==> src/rtl/xor_descrambler_pkg.sv <==
// Shared types and constants for the XOR descrambler: state encoding,
// default keystream seed/taps and the Galois LFSR step function.
package xor_descrambler_pkg;

   localparam int unsigned LFSR_W = 16;

   localparam logic [LFSR_W-1:0] DEF_SEED = 16'hACE1;
   localparam logic [LFSR_W-1:0] DEF_TAPS = 16'hB400;

   typedef enum logic [0:0] {
      UNSYNC = 1'b0,
      RUN    = 1'b1
   } state_e;

   // One Galois step: shift right, fold taps back in when the LSB falls out.
   function automatic logic [LFSR_W-1:0] lfsr_next(input logic [LFSR_W-1:0] s,
                                                  input logic [LFSR_W-1:0] taps);
      return (s >> 1) ^ (s[0] ? taps : LFSR_W'(0));
   endfunction

endpackage

==> src/rtl/xor_descrambler_lfsr.sv <==
// 16-bit Galois LFSR keystream generator with load, advance and hold.
module xor_descrambler_lfsr
   import xor_descrambler_pkg::*;
#(
   parameter logic [LFSR_W-1:0] SEED = DEF_SEED,
   parameter logic [LFSR_W-1:0] TAPS = DEF_TAPS
) (
   input  logic              clk,
   input  logic              rst_n,
   input  logic              load,
   input  logic [LFSR_W-1:0] load_val,
   input  logic              advance,
   output logic [LFSR_W-1:0] key
);

   // Load wins over advance; neither asserted holds the current keystream word.
   always_ff @(posedge clk or negedge rst_n) begin
      if (!rst_n) begin
         key <= SEED;
      end else if (load) begin
         key <= load_val;
      end else if (advance) begin
         key <= lfsr_next(key, TAPS);
      end
   end

endmodule

==> src/rtl/xor_descrambler.sv <==
// Streaming 16-bit XOR descrambler with valid/ready on both sides.
// Optional payload word counter port enabled by defining XOR_DESCRAMBLER_CNT_EN.
module xor_descrambler
   import xor_descrambler_pkg::*;
#(
   parameter int unsigned       WIDTH = LFSR_W,
   parameter logic [WIDTH-1:0]  SEED  = DEF_SEED,
   parameter logic [WIDTH-1:0]  TAPS  = DEF_TAPS
) (
   input  logic             clk,
   input  logic             rst_n,
   input  logic             in_valid,
   output logic             in_ready,
   input  logic [WIDTH-1:0] in_data,
   input  logic             in_sync,
   output logic             out_valid,
   input  logic             out_ready,
   output logic [WIDTH-1:0] out_data,
`ifdef XOR_DESCRAMBLER_CNT_EN
   output logic [15:0]      word_cnt,
`endif
   output logic             locked
);

   localparam logic [0:0] ST_UNSYNC = UNSYNC;
   localparam logic [0:0] ST_RUN    = RUN;

   logic [0:0]       state;
   logic [0:0]       state_nxt;
   logic             accept;
   logic             sync_acc;
   logic             pay_acc;
   logic             run;
   logic             lfsr_adv;
   logic [WIDTH-1:0] seed_val;
   logic [WIDTH-1:0] key;

   assign in_ready = !out_valid | out_ready;
   assign accept   = in_valid & in_ready;
   assign sync_acc = accept & in_sync;
   assign pay_acc  = accept & !in_sync;
   assign run      = (state == ST_RUN);
   assign locked   = run;
   assign lfsr_adv = pay_acc & run;

   // A zero seed would lock the LFSR at zero, so fall back to the default.
   assign seed_val = (in_data == '0) ? SEED : in_data;

   xor_descrambler_lfsr #(
      .SEED (SEED),
      .TAPS (TAPS)
   ) u_lfsr (
      .clk      (clk),
      .rst_n    (rst_n),
      .load     (sync_acc),
      .load_val (seed_val),
      .advance  (lfsr_adv),
      .key      (key)
   );

   always_ff @(posedge clk or negedge rst_n) begin
      if (!rst_n) begin
         state <= ST_UNSYNC;
      end else begin
         state <= state_nxt;
      end
   end

   always_comb begin
      state_nxt = state;
      case (state)
         ST_UNSYNC: if (sync_acc) state_nxt = ST_RUN;
         ST_RUN:    state_nxt = ST_RUN;
         default:   state_nxt = ST_UNSYNC;
      endcase
   end

   // Output holding register; a new payload word overrides consumption.
   always_ff @(posedge clk or negedge rst_n) begin
      if (!rst_n) begin
         out_valid <= 1'b0;
         out_data  <= '0;
      end else if (lfsr_adv) begin
         out_valid <= 1'b1;
         out_data  <= in_data ^ key;
      end else if (out_ready) begin
         out_valid <= 1'b0;
      end
   end

`ifdef XOR_DESCRAMBLER_CNT_EN
   // Emitted-word count since the last sync; a sync clears even on a consume cycle.
   always_ff @(posedge clk or negedge rst_n) begin
      if (!rst_n) begin
         word_cnt <= 16'h0000;
      end else if (sync_acc) begin
         word_cnt <= 16'h0000;
      end else if (out_valid && out_ready) begin
         word_cnt <= word_cnt + 16'd1;
      end
   end
`endif

endmodule

==> config.mk <==
export PLATFORM = sky130hd
export DESIGN_NAME = xor_descrambler
export DESIGN_NICKNAME = d
export VERILOG_FILES = /design/src/rtl/xor_descrambler_pkg.sv /design/src/rtl/xor_descrambler_lfsr.sv /design/src/rtl/xor_descrambler.sv
export SDC_FILE = /design/constraint.sdc
export NUM_CORES = 1
export LEC_CHECK = 0
export BUFFER_PORTS_ARGS = -buffer_cell sky130_fd_sc_hd__buf_2
export CELL_PAD_IN_SITES_DETAIL_PLACEMENT = 0
export CELL_PAD_IN_SITES_GLOBAL_PLACEMENT = 2
export CORE_MARGIN = 3
export CORE_UTILIZATION = 32
export DETAILED_ROUTE_END_ITERATION = 16
export GPL_TIMING_DRIVEN = 0
export PLACE_DENSITY = 0.83
export SLEW_MARGIN = 30
export SYNTH_ARGS = -nofsm -noshare
export SYNTH_HDL_FRONTEND = slang
export SYNTH_SLANG_ARGS = --single-unit
export TNS_END_PERCENT = 20
==> constraint.sdc <==
create_clock -name clk -period 2.3 [get_ports clk]
set_clock_uncertainty 0.2 [all_clocks]
set_input_delay 0.23 -clock clk [delete_from_list [all_inputs] [get_ports clk]]
set_output_delay 0.23 -clock clk [all_outputs]
set_load 0.02 [all_outputs]
Word level (Yosys, flattened, before mapping)
Cells that the tools add are included.

$add $sub $neg: 0. $mul: 0. Div/mod/pow operators: 0. Magnitude comparators: 0. Eq/ne operators: 0. Shift-type cells: 0. Mux-type cells: 8. Bitwise operators: 8. Reductions and logical operators: 5.

Operator list (number): 16-bit 2-to-1 mux (4); 16-bit logical NOT (1); 15-bit by 16-bit bitwise XOR with 16-bit output (1); 16-bit bitwise XOR (1); 1-bit AND (4); 2-bit nonzero test (2); 1-bit 2-to-1 mux (3); 1-bit logical NOT (2); 1-bit one-hot mux with 2 select lines (1); 1-bit NOT (1); 1-bit bitwise OR (1).

Flip-flop bits (word level): 34. Latch bits: 0. RAM bits: 0. Bits in read-only memories: 0. Bits of input ports: 21. Logic and storage cells: 25. Memories kept: 0.

Logic depth before layout (Yosys ltp)
Depth in word-level cells: 7. Mapped depth: 8.

Modules after synthesis
A second synthesis with hierarchy kept.

Cell total of the unflattened synthesis: 152. Area total of the unflattened synthesis: 1785.5 um^2.

By module, submodules not included: xor_descrambler (times used 1, cells an instance 78, area an instance 980.9 um^2, seq. area each 450.4 um^2); xor_descrambler_lfsr (times used 1, cells an instance 74, area an instance 804.5 um^2, seq. area each 410.4 um^2).

Worst setup path before layout
OpenSTA, ideal clock, no wires.

Path kind: register -> register. Start point: register out_valid. End point: register u_lfsr.key[11]. Setup time: 0.082 ns. Data arrival time: 1.543 ns. Required time: 2.018 ns. Path slack: 0.475 ns. Cell stages (with the launch flop): 8. Cell sequence: dfrtp_1 -> nand2b_4 -> buf_6 -> and3_4 -> buf_6 -> buf_6 -> a22o_1 -> a211o_1.

Word-level cells in the longest chain between the ends: 6. Elaborated cells between the ends (all ways): 8. Those cells by class: 1 x mux; 5 x bitwise; 2 x reduce/logical.

RTL lines: from (decl) (line xor_descrambler.sv:16) `output logic out_valid,`; from (signal assigned) (line xor_descrambler.sv:81) `out_valid <= 1'b0;`; from (signal assigned) (line xor_descrambler.sv:84) `out_valid <= 1'b1;`; from (signal assigned) (line xor_descrambler.sv:87) `out_valid <= 1'b0;`; 1-bit logical NOT (*) (line xor_descrambler.sv:38) `assign in_ready = !out_valid | out_ready;`; 1-bit bitwise OR (*) (line xor_descrambler.sv:38); via in_ready (line xor_descrambler.sv:13) `output logic in_ready,`; 1-bit AND (*) (line xor_descrambler.sv:39) `assign accept = in_valid & in_ready;`; 1-bit AND (line xor_descrambler.sv:41) `assign pay_acc = accept & !in_sync;`; 1-bit AND (line xor_descrambler.sv:44) `assign lfsr_adv = pay_acc & run;`; 2-bit nonzero test (no line); to (signal assigned) (line xor_descrambler_lfsr.sv:21) `key <= load_val;`; to (signal assigned) (line xor_descrambler_lfsr.sv:23) `key <= lfsr_next(key, TAPS);`; to (decl) (line xor_descrambler_lfsr.sv:13) `output logic [LFSR_W-1:0] key`.

The timed path passes the listed nets; every way through them passes the cells marked *. A chain may end at the register's enable or synchronous reset.

Worst setup path after layout
Start point: input in_data[3]. End point: register u_lfsr.key[5].

Word-level cells in the longest chain between the ends: 3.

RTL lines: from (decl) (line xor_descrambler.sv:14) `input logic [WIDTH-1:0] in_data,`; 16-bit logical NOT (line xor_descrambler.sv:47) `assign seed_val = (in_data == '0) ? SEED : in_data;`; 16-bit 2-to-1 mux (line xor_descrambler.sv:47); 16-bit 2-to-1 mux (line xor_descrambler_lfsr.sv:20) `end else if (load) begin`.

No other way between the ends.

==> metrics.md <==
| Metric | Value |
|---|---|
| Status | finished clean |
| Via density | 4.77 |
| Fraction of layout instances using a drive strength above 1 | 31.6% |
| Final min period | 2.02 ns |
| Min-Delay Path Class | primary input to register |
| DR DRC count | 0 |
| Post-route ant nets | 0 |
| Antenna violations before repair | 0 |
| Reg2reg end | out_data[8]$_DFFE_PN0P_ |
| Area of the multi-input gates | 702 sq um |
| Crit path max-delay family | simple AND/OR/NAND/NOR gates |
| Most used DFF post-synth | dfrtp_1 |
| Top-count cell post-synth | dfrtp_1 |
| Power Density | 939 nW/um^2 |
| Fin crit share | 87.7% |
| Crit. End Element | register |
| DR WL/cell | 14.8 um |
| Area Growth Syn to Fin | 25.1% |
| Synthesis Warnings | 0 |
| Row count | 25 |
| Crit-path max cell delay | 0.54 ns |
| First-pass GRT wire length | 6.63 mm |
| MaxCap Viol Count | 0 |
| All-Layer GR Usage | 14.2% |
| Mapped Avg Cell Area | 10.6 sq um |
| CP Launch Point | in_data[3] |
| Flops & latches, synth | 34 |
| Total CTS buffers | 5 |
| Routability Congestion | 0.902 |
| # IOs | 40 |
| Critical-path cell list | dlygate4sd3_1, buf_2, nor4_1, nand4_1, nor2_1, a211o_1 |
| Syn Nets | 176 |
| Library cells used by synthesis | 28 |
| Vias in the first global route | 1349 |
| # setup viols final | 0 |
| Seq/Total Area, Yosys | 52.6% |
| PortBufs | 39 |
| CP Max Fanout | 6 |
| Buf+Inv Stages, Crit Path | 2 |
| Core Area | 4820 sq um |
| Die Width | 77.5 um |
| Fmax | 0.496 GHz |
| Initial drt markers | 64 |
| CTS tree | yes |
| Die Ht | 77.5 um |
| Area contributors post-synth | dfrtp_1, dfstp_2, xnor2_1 |
| Antenna Cells | 0 |
| Reg2Reg Launch Point | out_valid$_DFFE_PN0P_ |
| Worst setup endpoint | u_lfsr.key[5]$_DFFE_PN1P_ |
| First-pass DRT Iterations | 4 |
| Slowest CP cell | dlygate4sd3_1 |
| Lkg Pwr | 0.909 nW |
| Final Slew Violations | 0 |
| Biggest area consumer among synthesized cells | dfrtp_1 |
| Fill count | 513 |
| Worst r2r path cells | 6 |
| Max IR drop VDD | 331 uV |
| Total Wirelength | 4.05 mm |
| Clock sinks | 34 |
| Commonest cells in the netlist | dfrtp_1, a21oi_1, nor2_1, xnor2_1 |
| Synth top area share | 39.8% |
| Initial Util | 34.0% |
| Cell area after layout | 2050 sq um |
| Unrepaired setup endpoints after global routing | no |
| Detailed-placement wirelength estimate | 2.97 mm |
| Area of placed instances | 1920 sq um |
| Worst slew pin tran | 0.763 ns |
| Clock Root Buffer | clkbuf_8 |
| Later-pin clock latency in the skew report | 0.28 ns |
| Final nets | 226 |
| Crit Path Category | primary input to register |
| Die ar. | 6010 sq um |
| Slew headroom | 49.1% |
| Post-CTS sizing | 0 |
| Cells after Synth | 155 |
| Cell Area, Synth | 1640 sq um |
| Crit path depth | 6 |
| Final hold viol count | 0 |
| CTS H-Tree Depth | 2 |
| CTS max path bufs | 2 |
| Largest net degree at the start of global routing | 35 |
| Register area | 861 sq um |
| Async SR Flop Fraction | 100% |
| Arr. time, crit path | 2.04 ns |
| Fin Setup TNS | 0 ns |
| GRT overflow | 0 |
| CTS clk-pin slew, worst paths | 0.07 ns |
| EDFF count, synth | 0 |
| Worst Path Required | 2.32 ns |
| CP Launch Type | primary input |
| Vias | 1303 |
| Reg2reg setup slack | 0.46 ns |
[worst min-delay path by stage]
stage                                            to        from  depth (start not counted)
after global placement        out_valid$_DFFE_PN0P_       rst_n                          1
after detailed placement      out_valid$_DFFE_PN0P_       rst_n                          1
after CTS                 u_lfsr.key[9]$_DFFE_PN0P_  in_data[9]                          3
after floorplan                    locked$_DFF_PN0_       rst_n                          0
after global routing      u_lfsr.key[2]$_DFFE_PN0P_  in_data[2]                          3
final                     u_lfsr.key[2]$_DFFE_PN0P_  in_data[2]                          3
[registers in the layout (all words and copies together) (netlist names)]
name        count
locked          1
out_data       16
out_valid       1
u_lfsr.key     16
[what timing repair did]
action	CTS	global route
hold buffers	4	0
hold endpoints to repair	29	0
setup buffers	0	0
[kinds of logic after synthesis]
group | after synthesis | share of synthesized area [%]
AOI/OAI and AO/OA | 42 | 16.1
and+or+nand+nor | 42 | 12.9
DFF | 34 | 52.6
xor gates and xnor gates | 19 | 10.2
buffers and inverters | 12 | 4.51
muxes | 6 | 3.67
[worst reg2reg max path: cells and delay by family (launching register included)]
family | cells | cell delay, ns
flip-flops | 1 | 0.41
AO/OA/AOI/OAI | 1 | 0.13
buffers and inverters | 3 | 0.70
AND/OR/NAND/NOR | 2 | 0.27
[stage by stage]
stage | power [mW] | utilization, % | setup WS, ns | hold WS [ns] | instances
2_1_floorplan | 1.26 | - | 0.475 | -0.266 | 155
3_3_place_gp | 1.46 | 39.8 | 0.516 | 0.136 | 261
3_5_place_dp | 1.47 | 39.8 | 0.475 | 0.155 | 261
4_1_cts | 1.94 | 42.5 | 0.292 | 0.00833 | 273
5_1_grt | 2.04 | 42.5 | 0.203 | 0.0310 | 273
6_report | 1.92 | 42.5 | 0.283 | 0.0122 | 273
[metal layers]
layer	track usage [%]	share of wire (%)
met5	0	0
met4	6.94	1.9
met3	2.90	3.1
met2	22.5	47
met1	18.6	48
[layout make-up]
type / count / area share [%]
multi-input combinational: 109 / 34.3
inverter: 2 / 0.367
clock buffer: 7 / 4.22
tap: 67 / 4.10
timing repair buffer: 43 / 11.5
clock inverter: 1 / 0.244
buffer: 10 / 3.24
sequential: 34 / 42.1
[layout by cell type (no fill, tap or decap)]
| master | count |
|---|---|
| a211o_1 | 6 |
| a21oi_1 | 19 |
| a22o_1 | 6 |
| and2_1 | 2 |
| and3_1 | 1 |
| and3_4 | 1 |
| buf_1 | 1 |
| buf_2 | 44 |
| buf_6 | 3 |
| clkbuf_1 | 2 |
| clkbuf_8 | 6 |
| clkinv_2 | 1 |
| dfrtp_1 | 26 |
| dfstp_2 | 8 |
| dlygate4sd3_1 | 4 |
| inv_1 | 2 |
| mux2i_1 | 6 |
| nand2_1 | 8 |
| nand2b_1 | 1 |
| nand2b_4 | 1 |
| nand3_1 | 3 |
| nand4_1 | 1 |
| nor2_1 | 17 |
| nor2_2 | 1 |
| nor3b_1 | 2 |
| nor4_1 | 4 |
| o21ai_0 | 8 |
| o22ai_1 | 1 |
| o2bb2ai_1 | 2 |
| xnor2_1 | 17 |
| xor2_1 | 2 |
[power by group]
part / switching, mW / total (mW) / internal (mW)
sequential: 0.110 / 0.881 / 0.771
combinational: 0.336 / 0.585 / 0.249
clock: 0.215 / 0.456 / 0.242
total: 0.661 / 1.92 / 1.26
Note: power is estimated with default switching activity, not from simulation.
